File: src/rtl/vga_fb_pkg.sv
// Shared definitions for the VGA framebuffer arbiter:
// framebuffer geometry, the arbiter state type and the pixel helpers.
package vga_fb_pkg;

  localparam int FB_W     = 160;
  localparam int FB_H     = 120;
  localparam int FB_WORDS = 19200;
  localparam int ADDR_W   = 15;

  // IDLE serves the drawing writer; CLEAR walks the whole framebuffer.
  typedef enum logic {
    IDLE  = 1'b0,
    CLEAR = 1'b1
  } state_t;

  // One 24-bit DAC colour.
  typedef struct packed {
    logic [7:0] r;
    logic [7:0] g;
    logic [7:0] b;
  } rgb_t;

  // RGB332 to 8:8:8 by bit replication, so full-scale stays full-scale.
  function automatic rgb_t rgb332_expand(input logic [7:0] p);
    rgb_t c;
    c.r = {p[7:5], p[7:5], p[7:6]};
    c.g = {p[4:2], p[4:2], p[4:3]};
    c.b = {4{p[1:0]}};
    return c;
  endfunction

  // Linear framebuffer address y*160 + x, with the multiply done as two shifts.
  function automatic logic [ADDR_W-1:0] fb_addr(input logic [7:0] x, input logic [7:0] y);
    logic [ADDR_W-1:0] w_x15;
    logic [ADDR_W-1:0] w_y15;
    w_x15 = {7'd0, x};
    w_y15 = {7'd0, y};
    return (w_y15 << 7) + (w_y15 << 5) + w_x15;
  endfunction

endpackage

File: src/rtl/vga_fb_arbiter_sync_delay.sv
// Delays hs / vs / blank_n by LAT clocks so they line up with pixel data
// coming out of the framebuffer read pipeline.
module vga_sync_delay #(
  parameter int LAT = 3
) (
  input  logic i_clk,
  input  logic i_rst_n,
  input  logic i_hs,
  input  logic i_vs,
  input  logic i_blank_n,
  output logic o_hs,
  output logic o_vs,
  output logic o_blank_n
);

  // Each stage packs {hs, vs, blank_n}; idle-level syncs, blanked video.
  localparam logic [2:0] STAGE_RST = 3'b110;

  logic [2:0] r_stage [0:LAT-1];
  logic [2:0] w_stage_in;

  assign w_stage_in = {i_hs, i_vs, i_blank_n};

  // Shift the timing signals down the delay line.
  always_ff @(posedge i_clk or negedge i_rst_n) begin
    if (!i_rst_n) begin
      for (int i = 0; i < LAT; i++) begin
        r_stage[i] <= STAGE_RST;
      end
    end else begin
      r_stage[0] <= w_stage_in;
      for (int i = 1; i < LAT; i++) begin
        r_stage[i] <= r_stage[i-1];
      end
    end
  end

  assign o_hs      = r_stage[LAT-1][2];
  assign o_vs      = r_stage[LAT-1][1];
  assign o_blank_n = r_stage[LAT-1][0];

endmodule

File: src/rtl/vga_fb_arbiter.sv
// Single-port framebuffer arbiter: scanout reads take every fourth active
// pixel clock, all remaining cycles go to the drawing writer or to the
// full-screen clear sequencer. Pixels are upscaled 4x4 and the timing
// signals are delayed to match the RAM read latency.
module vga_fb_arbiter #(
  parameter int LAT  = 3,
  parameter int FB_W = 160,
  parameter int FB_H = 120
) (
  input  logic        vga_clk,
  input  logic        reset_n,
  input  logic [9:0]  pix_x,
  input  logic [9:0]  pix_y,
  input  logic        hs_in,
  input  logic        vs_in,
  input  logic        blank_n_in,
  input  logic        wr_valid,
  output logic        wr_ready,
  input  logic [7:0]  wr_x,
  input  logic [6:0]  wr_y,
  input  logic [7:0]  wr_data,
  input  logic        clr_start,
  input  logic [7:0]  clr_color,
  output logic        clr_busy,
  output logic [14:0] mem_addr,
  output logic        mem_we,
  output logic [7:0]  mem_wdata,
  input  logic [7:0]  mem_rdata,
  output logic        VGA_HS,
  output logic        VGA_VS,
  output logic        VGA_BLANK_N,
  output logic [7:0]  VGA_R,
  output logic [7:0]  VGA_G,
  output logic [7:0]  VGA_B
);

  import vga_fb_pkg::*;

  localparam logic [7:0]        FB_W_L    = 8'(FB_W);
  localparam logic [6:0]        FB_H_L    = 7'(FB_H);
  localparam logic [ADDR_W-1:0] LAST_ADDR = ADDR_W'(FB_WORDS - 1);

  state_t            r_state;
  state_t            w_state_next;
  logic              w_disp_slot;
  logic              w_wr_ready;
  logic              w_clr_busy;
  logic              w_clr_write;
  logic              w_wr_fire;
  logic              w_wr_in_range;
  logic [ADDR_W-1:0] w_rd_addr;
  logic [ADDR_W-1:0] w_wr_addr;
  logic [ADDR_W-1:0] r_clr_cnt;
  logic [7:0]        r_clr_color;
  logic [ADDR_W-1:0] r_mem_addr;
  logic              r_mem_we;
  logic [7:0]        r_mem_wdata;
  logic [1:0]        r_rd_pipe;
  logic [7:0]        r_pixel;
  logic              w_hs_d;
  logic              w_vs_d;
  logic              w_blank_d;
  rgb_t              w_rgb;
  logic              w_unused_pix_y;

  // Each framebuffer pixel covers 4 display columns, so one read per group.
  assign w_disp_slot = blank_n_in && (pix_x[1:0] == 2'b00);

  // Sub-pixel row bits select nothing: a framebuffer row spans 4 lines.
  assign w_unused_pix_y = ^pix_y[1:0];

  assign w_rd_addr     = fb_addr(pix_x[9:2], pix_y[9:2]);
  assign w_wr_addr     = fb_addr(wr_x, {1'b0, wr_y});
  assign w_wr_in_range = (wr_x < FB_W_L) && (wr_y < FB_H_L);
  assign w_wr_fire     = wr_valid && w_wr_ready;

  // State register.
  always_ff @(posedge vga_clk or negedge reset_n) begin
    if (!reset_n) begin
      r_state <= IDLE;
    end else begin
      r_state <= w_state_next;
    end
  end

  // Next state: a clear runs until the last address has been written.
  always_comb begin
    w_state_next = r_state;
    case (r_state)
      IDLE: begin
        if (clr_start) begin
          w_state_next = CLEAR;
        end
      end
      CLEAR: begin
        if (!w_disp_slot && (r_clr_cnt == LAST_ADDR)) begin
          w_state_next = IDLE;
        end
      end
      default: w_state_next = IDLE;
    endcase
  end

  // State outputs: who owns the non-display cycles.
  always_comb begin
    w_wr_ready  = 1'b0;
    w_clr_busy  = 1'b0;
    w_clr_write = 1'b0;
    case (r_state)
      IDLE: begin
        // A clear request wins over a write presented in the same cycle.
        w_wr_ready = !w_disp_slot && !clr_start;
      end
      CLEAR: begin
        w_clr_busy  = 1'b1;
        w_clr_write = !w_disp_slot;
      end
      default: begin
        w_wr_ready = 1'b0;
      end
    endcase
  end

  assign wr_ready = w_wr_ready;
  assign clr_busy = w_clr_busy;

  // Clear sequencer: latch colour on start, step the address on each write.
  always_ff @(posedge vga_clk or negedge reset_n) begin
    if (!reset_n) begin
      r_clr_cnt   <= '0;
      r_clr_color <= '0;
    end else if ((r_state == IDLE) && clr_start) begin
      r_clr_cnt   <= '0;
      r_clr_color <= clr_color;
    end else if (w_clr_write) begin
      r_clr_cnt   <= r_clr_cnt + 1'b1;
    end
  end

  // RAM port: display read has priority, then clear, then the writer.
  always_ff @(posedge vga_clk or negedge reset_n) begin
    if (!reset_n) begin
      r_mem_addr  <= '0;
      r_mem_we    <= 1'b0;
      r_mem_wdata <= '0;
    end else begin
      r_mem_we <= 1'b0;
      if (w_disp_slot) begin
        r_mem_addr <= w_rd_addr;
      end else if (w_clr_write) begin
        r_mem_addr  <= r_clr_cnt;
        r_mem_we    <= 1'b1;
        r_mem_wdata <= r_clr_color;
      end else if (w_wr_fire && w_wr_in_range) begin
        r_mem_addr  <= w_wr_addr;
        r_mem_we    <= 1'b1;
        r_mem_wdata <= wr_data;
      end
    end
  end

  assign mem_addr  = r_mem_addr;
  assign mem_we    = r_mem_we;
  assign mem_wdata = r_mem_wdata;

  // Track display reads so only their data reaches the pixel register.
  always_ff @(posedge vga_clk or negedge reset_n) begin
    if (!reset_n) begin
      r_rd_pipe <= 2'b00;
    end else begin
      r_rd_pipe <= {r_rd_pipe[0], w_disp_slot};
    end
  end

  // Pixel register holds one framebuffer pixel for its 4 display columns.
  always_ff @(posedge vga_clk or negedge reset_n) begin
    if (!reset_n) begin
      r_pixel <= '0;
    end else if (r_rd_pipe[1]) begin
      r_pixel <= mem_rdata;
    end
  end

  vga_sync_delay #(
    .LAT (LAT)
  ) u_sync_delay (
    .i_clk     (vga_clk),
    .i_rst_n   (reset_n),
    .i_hs      (hs_in),
    .i_vs      (vs_in),
    .i_blank_n (blank_n_in),
    .o_hs      (w_hs_d),
    .o_vs      (w_vs_d),
    .o_blank_n (w_blank_d)
  );

  assign w_rgb = rgb332_expand(r_pixel);

  assign VGA_HS      = w_hs_d;
  assign VGA_VS      = w_vs_d;
  assign VGA_BLANK_N = w_blank_d;
  assign VGA_R       = w_blank_d ? w_rgb.r : 8'h00;
  assign VGA_G       = w_blank_d ? w_rgb.g : 8'h00;
  assign VGA_B       = w_blank_d ? w_rgb.b : 8'h00;

endmodule

File: config.mk
export PLATFORM = sky130hd
export DESIGN_NAME = vga_fb_arbiter
export DESIGN_NICKNAME = d
export VERILOG_FILES = /design/src/rtl/vga_fb_pkg.sv /design/src/rtl/vga_fb_arbiter_sync_delay.sv /design/src/rtl/vga_fb_arbiter.sv
export SDC_FILE = /design/constraint.sdc
export NUM_CORES = 1
export LEC_CHECK = 0
export ABC_AREA = 1
export CAP_MARGIN = 5
export CORE_AREA = 2 2 101 103
export CTS_CLUSTER_SIZE = 24
export DETAILED_ROUTE_END_ITERATION = 8
export DIE_AREA = 0 0 103 105
export GPL_TIMING_DRIVEN = 0
export HOLD_SLACK_MARGIN = 0.02
export PLACE_DENSITY = 0.74
export REMOVE_ABC_BUFFERS = 1
export SLEW_MARGIN = 20
export SYNTH_ARGS = -nofsm -noshare
export SYNTH_HDL_FRONTEND = slang
export SYNTH_SLANG_ARGS = --single-unit
File: constraint.sdc
create_clock -name vga_clk -period 4.7 [get_ports vga_clk]
set_clock_uncertainty 0.2 [all_clocks]
set_input_delay 0.94 -clock vga_clk [delete_from_list [all_inputs] [get_ports vga_clk]]
set_output_delay 0.94 -clock vga_clk [all_outputs]
set_load 0.01 [all_outputs]
==> impl_metrics.yaml <==
cells_and_area:
  syn_to_final_growth_pct: 31.6
  fill_cells: 901
  antennaDiodeCount: 0
  drive_above_1_share_pct: 9.13
  layout.nets: 740
  fin_util_pct: 58.0
  fin_cells: 779
setup_path:
  rrSetupSlack_ps: 2600
  crit_slowest_cell: "clkdlybuf4s50_1"
  crit_chain: "clkdlybuf4s50_1, nor2_1, nand2_2, nand2_4, nor2_4, clkdlybuf4s50_1"
  cp_top_family: "buffers and inverters"
  worstPathRequired_ps: 3560
  crit_path_frequent_cell: "clkdlybuf4s50_1"
  critPathLaunchType: "input pin"
  slowest_delay_ps: 560
  critPathKind: "in -> out"
  crit_fanout: 11
  arrival_ps: 2500
  cp-end-kind: "output pin"
  crit_buf_inv: 2
die:
  core.rowCount: 36
  die_h_microns: 105
  die_x_microns: 103
  core-area_sq_mm: 0.00964
  pin_count: 119
  die-area_sq_mm: 0.0108
  initial_core_util_pct: 44.1
worst_hold_path:
  min_path_type: "reg -> reg"
synth:
  synth-main-ff-cell: "dfrtp_1"
  synth_cells: 542
  ys_seq_area_share_pct: 39.6
  yosys.cell_types.count: 37
  synth_area_per_cell_sq_um: 7.85
  synth_area_leaders: "dfrtp_1 36%, nand2_1 15%, ha_1 8.5%, inv_1 6.0%, o21ai_0 3.8%"
  synth_area_sq_mm: 0.00425
  synth_edf_count: 0
  postSynth.asyncResetShare_pct: 100
  ys_seq_elements: 67
  synth_top_cell_by_area: "dfrtp_1"
  ys_warn_count: 0
  synth_top_area_share_pct: 35.9
  ys_top_cells_by_count: "171 x nand2_1, 68 x inv_1, 61 x dfrtp_1"
  synth_most_common_cell: "nand2_1"
timing:
  tightest_slew_ps: 469
  fin_crit_ps: 3640
  tns_ps: 0
  timing.final.crit_share_pct: 77.5
  rsz0062_at_grt: "false"
  clock.fmax_mhz: 275
  hold_violations: 0
  maxSlewHeadroom_pct: 68.7
  slew_viol_final: 0
  setup_violations: 0
  fin_ws_ps: 1060
clocking:
  clkSinkCount: 67
  htree_levels: 3
  cts_hold_buf: 0
  cts-resized-gates: 0
  clk_pin_slew_worst_paths_ps: 70
  cts_buffer_depth: 2
  cts_tree: "built"
  clk_latency_ps: 340
  post-cts-setup-buffers: 0
  cts_root_buffer: "clkbuf_8"
  cts_buffers: 9
placement:
  place_inst: 763
  pre_cts_slack_ps: 1040
  portBuffers: 116
  gp_congestion: 0.918
  dp_hpwl_microns: 7730
drt:
  wl_per_cell_microns: 12.8
  initialDrtViolationCount: 270
  vias: 3811
  routed_wl_microns: 9980
  detail-route-antenna-nets: 0
  drt-pass1-iter-count: 6
  post_drt_via_cell_ratio: 4.89
  remaining_drc_errors: 0
power_and_ir_drop:
  ir_drop_mv: 0.169
  total_power_w: 0.00195
  power.leakage_nw: 2.75
  p_per_area_mw_per_mm2: 348
global_routing:
  overflow: 0
  grt_pass1_wl_microns: 16500
  grt_pass1_vias: 3692
  grt.total_usage_pct: 19.1
  grt_start_max_net_pins: 35
  antenna_found_initial: 0
run:
  maxCapViolations: 0
outcome:
  status: "finished clean"
[routing by layer]
layer	up-vias	wire length, microns	GRT usage [%]
met5	-	0	0
met2	114	5120	34.1
met3	11	589	2.88
met1	1787	4170	23.3
li1	1899	-	-
met4	0	107	5.45
[worst register-to-register path: cells and delay by family (launching register included)]
kind	cells	cell delay, ps
AOI/OAI and AO/OA	1	130
buffers and inverters	2	480
DFF	1	540
and+or+nand+nor	4	660
[report_power, final]
group	internal [W]	switching (W)
sequential	0.000700	0.0000716
combinational	0.000338	0.000339
clock	0.000264	0.000237
[cell usage in the layout (no fill, tap or decap), types with 2 or more instances in the layout]
| master | count |
|---|---|
| nor2_4 | 2 |
| nor2_1 | 28 |
| inv_1 | 68 |
| o21ai_2 | 6 |
| clkdlybuf4s50_1 | 115 |
| clkinv_4 | 3 |
| nand3_2 | 2 |
| mux2_2 | 8 |
| o22ai_1 | 2 |
| ha_1 | 29 |
| nand2_1 | 171 |
| inv_2 | 5 |
| nor3_1 | 4 |
| nand2_2 | 3 |
| dfrtp_1 | 61 |
| o21ai_0 | 32 |
| a21oi_1 | 27 |
| dfstp_2 | 6 |
| nand3_1 | 29 |
| o21ai_1 | 2 |
| nand2_4 | 4 |
| nand3b_1 | 4 |
| nand4_1 | 5 |
| fa_1 | 4 |
| clkbuf_8 | 10 |
[registers in the layout, indices dropped and copies added (netlist names)]
name	count
r_clr_color	8
r_clr_cnt	15
mem_addr	15
r_state	1
mem_we	1
u_sync_delay.o_blank_n	1
u_sync_delay.o_vs	1
u_sync_delay.o_hs	1
r_pixel	8
u_sync_delay.r_stage	6
r_rd_pipe	2
mem_wdata	8
[stage by stage]
stage               area [sq um]  hold slack (ps)
floorplan                   4040              131
global placement            5370              132
detailed placement          5390              136
CTS                         5600              153
global route                5600              161
finish                      5600              152
[layout make-up]
type	count	area, sq um	area share, %
Clock inverter	6	72.6	1.30
Tap cell	133	166	2.97
Timing Repair Buffer	117	1180	21.1
Sequential cell	67	1680	30.1
Clock buffer	10	138	2.46
Multi-Input combinational cell	372	2080	37.1
Inverter	74	280	5.01
[worst paths after layout]
check,start,to,cells past startpoint
setup / recovery,pix_x[1],wr_ready,6
hold / removal,r_rd_pipe[0],r_rd_pipe[1],0
setup reg to reg,r_state,r_clr_cnt[12],7
hold reg to reg,r_rd_pipe[0],r_rd_pipe[1],0
max in group asynchronous,reset_n,u_sync_delay.r_stage[8],2
min in group asynchronous,reset_n,r_pixel[5],1
[kinds of logic after synthesis]
| family | Yosys count | synth area share, % |
|---|---|---|
| flops | 67 | 39.6 |
| simple gates | 258 | 26.8 |
| xor+xnor | 2 | 0.412 |
| fa+ha+maj | 33 | 10.4 |
| buf+inv | 103 | 11.6 |
| compound gates | 71 | 9.06 |
| mux | 8 | 2.12 |
(Power assumes the default switching activity.)
